[src/rtl/seq_addsub_mul_alu_if.sv]
// ALU handshake bundle between the calculator controller (master) and the
// sequential arithmetic responder (slave).
interface seq_addsub_mul_alu_if #(
  parameter int WIDTH = 16
);
  logic             start;
  logic [WIDTH-1:0] op_a;
  logic [WIDTH-1:0] op_b;
  logic [1:0]       op_sel;
  logic             busy;
  logic             finish;
  logic [WIDTH-1:0] result;
  logic             overflow;
  logic             err;

  modport master (
    output start, op_a, op_b, op_sel,
    input  busy, finish, result, overflow, err
  );

  modport slave (
    input  start, op_a, op_b, op_sel,
    output busy, finish, result, overflow, err
  );
endinterface

[src/rtl/seq_addsub_mul_alu.sv]
// Multi-cycle signed add/sub (CHUNK bits per cycle) and shift-add multiply.
// Define ALU_SAT_EN to saturate the result on signed overflow instead of wrapping.
module seq_addsub_mul_alu #(
  parameter int WIDTH = 16,
  parameter int CHUNK = 4
) (
  input logic                  clk,
  input logic                  reset,
  seq_addsub_mul_alu_if.slave  bus
);
  localparam int NCHUNK = WIDTH / CHUNK;
  localparam int PW     = 2 * WIDTH + 2;
  localparam int CW     = $clog2(WIDTH + 1);

  localparam logic [PW-1:0]    MAX_POS = {{(PW-WIDTH+1){1'b0}}, {(WIDTH-1){1'b1}}};
  localparam logic [PW-1:0]    MAX_NEG = MAX_POS + PW'(1);
  localparam logic [WIDTH-1:0] SAT_POS = {1'b0, {(WIDTH-1){1'b1}}};
  localparam logic [WIDTH-1:0] SAT_NEG = {1'b1, {(WIDTH-1){1'b0}}};

  typedef enum logic [1:0] {IDLE, ADDSUB, MUL, ERR} state_t;
  state_t state, state_next;

  logic [WIDTH-1:0]       a_reg, b_reg;
  logic [WIDTH-CHUNK-1:0] sum_reg;
  logic                   carry;
  logic                   sign_a, sign_b;
  logic [CW-1:0]          cnt;
  logic [PW-1:0]          mcand, prod;
  logic [WIDTH:0]         mplier;
  logic [WIDTH-1:0]       result_q;
  logic                   overflow_q, err_q, finish_q;

  logic [CHUNK:0]   chunk_sum;
  logic [WIDTH-1:0] sum_full, as_res, mul_res;
  logic [PW-1:0]    prod_full;
  logic             as_ovf, mul_ovf, neg, last_chunk, last_mul;
  logic [WIDTH:0]   ext_a, ext_b, mag_a, mag_b;

  always_ff @(posedge clk or posedge reset) begin
    if (reset) state <= IDLE;
    else       state <= state_next;
  end

  always_comb begin
    state_next = state;
    case (state)
      IDLE:
        if (bus.start) begin
          case (bus.op_sel)
            2'b00, 2'b01: state_next = ADDSUB;
            2'b10:        state_next = MUL;
            default:      state_next = ERR;
          endcase
        end
      ADDSUB:  if (last_chunk) state_next = IDLE;
      MUL:     if (last_mul)   state_next = IDLE;
      default: state_next = IDLE;
    endcase
  end

  always_comb begin
    ext_a = {bus.op_a[WIDTH-1], bus.op_a};
    ext_b = {bus.op_b[WIDTH-1], bus.op_b};
    mag_a = ext_a[WIDTH] ? -ext_a : ext_a;
    mag_b = ext_b[WIDTH] ? -ext_b : ext_b;

    // sum_reg collects finished chunks from the top down; the live chunk completes the word
    chunk_sum  = {1'b0, a_reg[CHUNK-1:0]} + {1'b0, b_reg[CHUNK-1:0]} + {{CHUNK{1'b0}}, carry};
    sum_full   = {chunk_sum[CHUNK-1:0], sum_reg};
    last_chunk = (cnt == CW'(NCHUNK - 1));
    // sign_b holds the sign of the effective addend (~b for sub), so one rule covers both
    as_ovf     = (sign_a == sign_b) && (sum_full[WIDTH-1] != sign_a);

    prod_full = prod + (mplier[0] ? mcand : '0);
    last_mul  = (cnt == CW'(WIDTH - 1));
    neg       = sign_a ^ sign_b;
    mul_ovf   = neg ? (prod_full > MAX_NEG) : (prod_full > MAX_POS);

`ifdef ALU_SAT_EN
    as_res  = as_ovf  ? (sign_a ? SAT_NEG : SAT_POS) : sum_full;
    mul_res = mul_ovf ? (neg ? SAT_NEG : SAT_POS)
                      : (neg ? -prod_full[WIDTH-1:0] : prod_full[WIDTH-1:0]);
`else
    as_res  = sum_full;
    mul_res = neg ? -prod_full[WIDTH-1:0] : prod_full[WIDTH-1:0];
`endif
  end

  always_ff @(posedge clk or posedge reset) begin
    if (reset) begin
      a_reg      <= '0;
      b_reg      <= '0;
      sum_reg    <= '0;
      carry      <= 1'b0;
      sign_a     <= 1'b0;
      sign_b     <= 1'b0;
      cnt        <= '0;
      mcand      <= '0;
      prod       <= '0;
      mplier     <= '0;
      result_q   <= '0;
      overflow_q <= 1'b0;
      err_q      <= 1'b0;
      finish_q   <= 1'b0;
    end else begin
      finish_q <= 1'b0;
      case (state)
        IDLE:
          if (bus.start) begin
            a_reg      <= bus.op_a;
            b_reg      <= (bus.op_sel == 2'b01) ? ~bus.op_b : bus.op_b;
            carry      <= (bus.op_sel == 2'b01);
            sign_a     <= bus.op_a[WIDTH-1];
            sign_b     <= (bus.op_sel == 2'b01) ? ~bus.op_b[WIDTH-1] : bus.op_b[WIDTH-1];
            sum_reg    <= '0;
            cnt        <= '0;
            mcand      <= {{(PW-WIDTH-1){1'b0}}, mag_a};
            mplier     <= mag_b;
            prod       <= '0;
            overflow_q <= 1'b0;
            err_q      <= 1'b0;
          end
        ADDSUB: begin
          a_reg   <= a_reg >> CHUNK;
          b_reg   <= b_reg >> CHUNK;
          carry   <= chunk_sum[CHUNK];
          sum_reg <= sum_full[WIDTH-1:CHUNK];
          cnt     <= cnt + CW'(1);
          if (last_chunk) begin
            result_q   <= as_res;
            overflow_q <= as_ovf;
            finish_q   <= 1'b1;
          end
        end
        MUL: begin
          prod   <= prod_full;
          mcand  <= mcand << 1;
          mplier <= mplier >> 1;
          cnt    <= cnt + CW'(1);
          if (last_mul) begin
            result_q   <= mul_res;
            overflow_q <= mul_ovf;
            finish_q   <= 1'b1;
          end
        end
        default: begin
          result_q   <= '0;
          overflow_q <= 1'b0;
          err_q      <= 1'b1;
          finish_q   <= 1'b1;
        end
      endcase
    end
  end

  assign bus.busy     = (state != IDLE);
  assign bus.finish   = finish_q;
  assign bus.result   = result_q;
  assign bus.overflow = overflow_q;
  assign bus.err      = err_q;
endmodule

[src/flat_wrapper.sv]
// flat-port wrapper written by rule: the top's interface ports become plain ports
module seq_addsub_mul_alu_flat 
#(
  parameter int WIDTH = 16,
  parameter int CHUNK = 4
)
  (clk, reset, bus_start, bus_op_a, bus_op_b, bus_op_sel, bus_busy, bus_finish, bus_result, bus_overflow, bus_err);
  seq_addsub_mul_alu_if #(.WIDTH(WIDTH)) bus_i ();
  input logic clk;
  input logic reset;
  input wire logic [$bits(bus_i.start)-1:0] bus_start;
  input wire logic [$bits(bus_i.op_a)-1:0] bus_op_a;
  input wire logic [$bits(bus_i.op_b)-1:0] bus_op_b;
  input wire logic [$bits(bus_i.op_sel)-1:0] bus_op_sel;
  output wire logic [$bits(bus_i.busy)-1:0] bus_busy;
  output wire logic [$bits(bus_i.finish)-1:0] bus_finish;
  output wire logic [$bits(bus_i.result)-1:0] bus_result;
  output wire logic [$bits(bus_i.overflow)-1:0] bus_overflow;
  output wire logic [$bits(bus_i.err)-1:0] bus_err;
  assign bus_i.start = bus_start;
  assign bus_i.op_a = bus_op_a;
  assign bus_i.op_b = bus_op_b;
  assign bus_i.op_sel = bus_op_sel;
  assign bus_busy = bus_i.busy;
  assign bus_finish = bus_i.finish;
  assign bus_result = bus_i.result;
  assign bus_overflow = bus_i.overflow;
  assign bus_err = bus_i.err;
  seq_addsub_mul_alu #(.WIDTH(WIDTH), .CHUNK(CHUNK)) u_core (.clk(clk), .reset(reset), .bus(bus_i));
endmodule
[config.mk]
export PLATFORM = sky130hd
export DESIGN_NAME = seq_addsub_mul_alu_flat
export DESIGN_NICKNAME = d
export VERILOG_FILES = /design/src/rtl/seq_addsub_mul_alu_if.sv /design/src/rtl/seq_addsub_mul_alu.sv /design/src/flat_wrapper.sv
export SDC_FILE = /design/constraint.sdc
export NUM_CORES = 1
export LEC_CHECK = 0
export CAP_MARGIN = 5
export CORE_MARGIN = 2
export CORE_UTILIZATION = 45
export DETAILED_ROUTE_END_ITERATION = 12
export GPL_TIMING_DRIVEN = 0
export SKIP_LAST_GASP = 1
export SLEW_MARGIN = 20
export SYNTH_ARGS = -nofsm -noshare
export SYNTH_HDL_FRONTEND = slang
export SYNTH_SLANG_ARGS = --single-unit
[constraint.sdc]
create_clock -name clk -period 6.6 [get_ports clk]
set_input_delay 0.66 -clock clk [delete_from_list [all_inputs] [get_ports clk]]
set_output_delay 0.66 -clock clk [all_outputs]
set_load 0.005 [all_outputs]
==> reports/results.ini <==
[outcome]
status = complete, no violations

[worst_setup_path]
path_cells = clkbuf_1 -> and2_1 -> ha_1 -> inv_1 -> fa_1 -> nand2b_1 -> a21o_1 -> a311oi_1 -> xnor2_1 -> o211ai_1 -> o41ai_1 -> o21ai_0 -> xnor2_1 -> a221oi_1 -> nor3_1
crit_fanout = 10
startpoint_type = register
rr_worst_depth = 15
critPathCaptureType = register
path_common_cell = xnor2_1
cp.required_ns = 6.90
slowest_stage = o41ai_1
cp.arrival_ns = 5.11
crit_path_max_incr_delay_ns = 0.61
critical_path_class = reg2reg

[floorplanning]
die-area_sq_um = 23600
die_h_um = 154
coreArea_sq_um = 21900
io_pins = 57
die_w_um = 154
initial_utilization_pct = 46.0
num_rows = 54

[worst_hold_path]
hp-class = reg2reg
hold_depth = 2

[yosys]
netlist_top_cells_count = 170 x nand2_1, 158 x dfrtp_1, 134 x o21ai_0
synth.area.top_cells = dfrtp_1 39%, o21ai_0 6.7%, nand2_1 6.3%
synth_fp_nets = 1261
synth_seq_cells = 158
async_flop_share_pct = 100
yosysMostFrequentCell = nand2_1
synth-edff-count = 0
ys_seq_area_share_pct = 39.2
synth_cell_types = 59
yosysTopAreaCellShare_pct = 39.2
netlist_instances = 1175
syn_area_sq_um = 10100
ys_warn_count = 0
syn_area_per_cell_sq_um = 8.58
ys.flop_type = dfrtp_1
synth_top_area_cell = dfrtp_1

[clock_tree]
root_buffer = clkbuf_16
cts_tree = done
ctsResizeCount = 0
cts_buffers = 17
htree_levels = 4
cts.clk_slew.worst_paths_ns = 0.06
post-cts-setup-buffers = 0
clk_latency_ns = 0.43
cts_sinks = 158
clockBufferDepth = 2
cts_hold_buffers = 0

[routing]
drt_pass1_iterations = 7
vias_per_cell = 5.71
wl_um = 29400
vias = 8814
routedWlPerCell_um = 19.1
ant_nets = 0
drt_iter0_drc = 630
drc = 0

[pwr]
clockPowerShare_pct = 19.4
swShare_pct = 46.7
pwr-share-seq_pct = 29.1
leakage_nw = 5.16
ir_worst_vdd_uv = 186
p_sw_w = 0.00234
powerDensity_nw_per_um2 = 433
comb_power_share_pct = 51.5
p_int_w = 0.00268

[sta]
period_share_pct = 72.9
slew_headroom_pct = 45.7
finalClockSkew_ns = 0.0125
timing.final.crit_period_ns = 4.81
fin_setup_tns_ns = 0
worstMarginPinSlew_ns = 0.811
finalSetupViolCount = 0
rsz0062_at_grt = false
hold_violations = 0
drv_slew = 0
max_clock_freq_mhz = 208

[job]
cap_violations = 0

[layout]
utilization_pct = 52.9
area_delta_synth_final_pct = 15.0
instances_no_fill = 1543
drive_gt1_share_pct = 3.56
fillers = 2097
nets = 1337
n_antenna_cell = 0
reg.largest.list = u_core.mcand (34), u_core.prod (34), u_core.mplier (17)

[placed_design]
dpl.cell_count = 1512
io_buffers = 56
globalplace.congestion = 0.899
hpwl_um = 22400

[global_route]
grt_pass1_wl_um = 47600
grt_max_degree = 99
grt_use_total_pct = 25.5
grt_pass1_vias = 8710
antenna_found_initial = 0
grt_remaining_overflow = 0

-- layout make-up --
| class | instances | area [sq um] | area share [%] |
|---|---|---|---|
| Tap cell | 280 | 350 | 3.02 |
| Buffer | 67 | 251 | 2.17 |
| Clock inverter | 13 | 129 | 1.11 |
| Timing Repair Buffer | 57 | 588 | 5.07 |
| Multi-Input combinational cell | 926 | 5780 | 49.9 |
| Inverter | 24 | 97.6 | 0.842 |
| Sequential cell | 158 | 3950 | 34.1 |
| Clock buffer | 18 | 439 | 3.79 |
-- layer usage --
| layer | share of wire [%] | wire length [um] | vias to the layer above | GRT usage (%) |
|---|---|---|---|---|
| met5 | 0 | 0 | - | 0 |
| met4 | 1.6 | 461 | 0 | 6.51 |
| met3 | 4.7 | 1370 | 36 | 4.00 |
| met2 | 45 | 13200 | 238 | 38.9 |
| met1 | 49 | 14400 | 4226 | 38.1 |
| li1 | - | - | 4314 | - |
-- kinds of logic (layout without fill, tap and decap cells) --
| family | after synthesis | in the layout | synth area share [%] |
|---|---|---|---|
| xor gates and xnor gates | 90 | 90 | 7.82 |
| and+or+nand+nor | 392 | 392 | 17.8 |
| buffers and inverters | 91 | 179 | 3.39 |
| DFF | 158 | 158 | 39.2 |
| adders and majority gates | 49 | 49 | 6.31 |
| AOI/OAI and AO/OA | 375 | 375 | 23.4 |
| muxes | 20 | 20 | 2.01 |
-- power by group through the flow --
stage	clock network [W]	registers, W	logic, W
CTS	0.000990	0.00146	0.00258
global placement	0	0.00147	0.00253
finish	0.000974	0.00146	0.00258
floorplan	0	0.00142	0.00175
detailed placement	0	0.00147	0.00256
global route	0.00103	0.00150	0.00287
-- path summary, 6_finish.rpt --
check | from | endpoint | slack, ns
worst max-delay path | u_core.mplier[0] | u_core.bus.result[15] | 1.79
worst min-delay path | u_core.bus.result[1] | u_core.bus.result[1] | 0.48
worst max register to register | u_core.mplier[0] | u_core.bus.result[15] | 1.79
worst min register to register | u_core.bus.result[1] | u_core.bus.result[1] | 0.48
max in group asynchronous | reset | u_core.bus.result[14] | 5.09
min in group asynchronous | reset | u_core.mcand[27] | 0.65
-- worst max-delay path: cells and delay by family (launching register included) --
| kind | cells | cell delay [ns] |
|---|---|---|
| compound gates | 6 | 2.14 |
| fa+ha+maj | 2 | 0.63 |
| simple gates | 3 | 0.55 |
| xor+xnor | 2 | 0.47 |
| flops | 1 | 0.45 |
| buf+inv | 2 | 0.44 |
-- cells in the final DEF (no fill, tap or decap), types with 4 or more instances in the layout --
master	n
and3_1	12
a31oi_1	8
xnor2_1	35
o211ai_1	8
xor2_1	55
clkbuf_1	63
a41oi_1	4
nor3_1	18
clkbuf_16	17
mux2i_1	18
inv_1	22
o41ai_1	4
a22oi_1	11
a21o_1	16
inv_6	4
a211oi_1	7
nor2b_1	6
and2_1	39
a22o_1	52
dfrtp_1	158
clkdlybuf4s50_1	56
nand2_1	170
nand2b_1	8
a21oi_1	87
buf_1	4
nand3_1	21
o31ai_1	15
nor2_1	88
nand4_1	6
o21ai_0	134
or3_1	7
ha_1	46
-- per-stage QoR --
step | setup slack (ns) | power [W] | hold slack, ns | area [sq um]
after floorplan | 1.68 | 0.00317 | 0.450 | 10100
after global placement | -0.780 | 0.00400 | 0.461 | 11000
after detailed placement | 1.84 | 0.00404 | 0.470 | 11000
after CTS | 1.81 | 0.00503 | 0.485 | 11600
after global routing | 1.41 | 0.00540 | 0.501 | 11600
final | 1.79 | 0.00502 | 0.480 | 11600
Note: power is estimated with default switching activity, not from simulation.
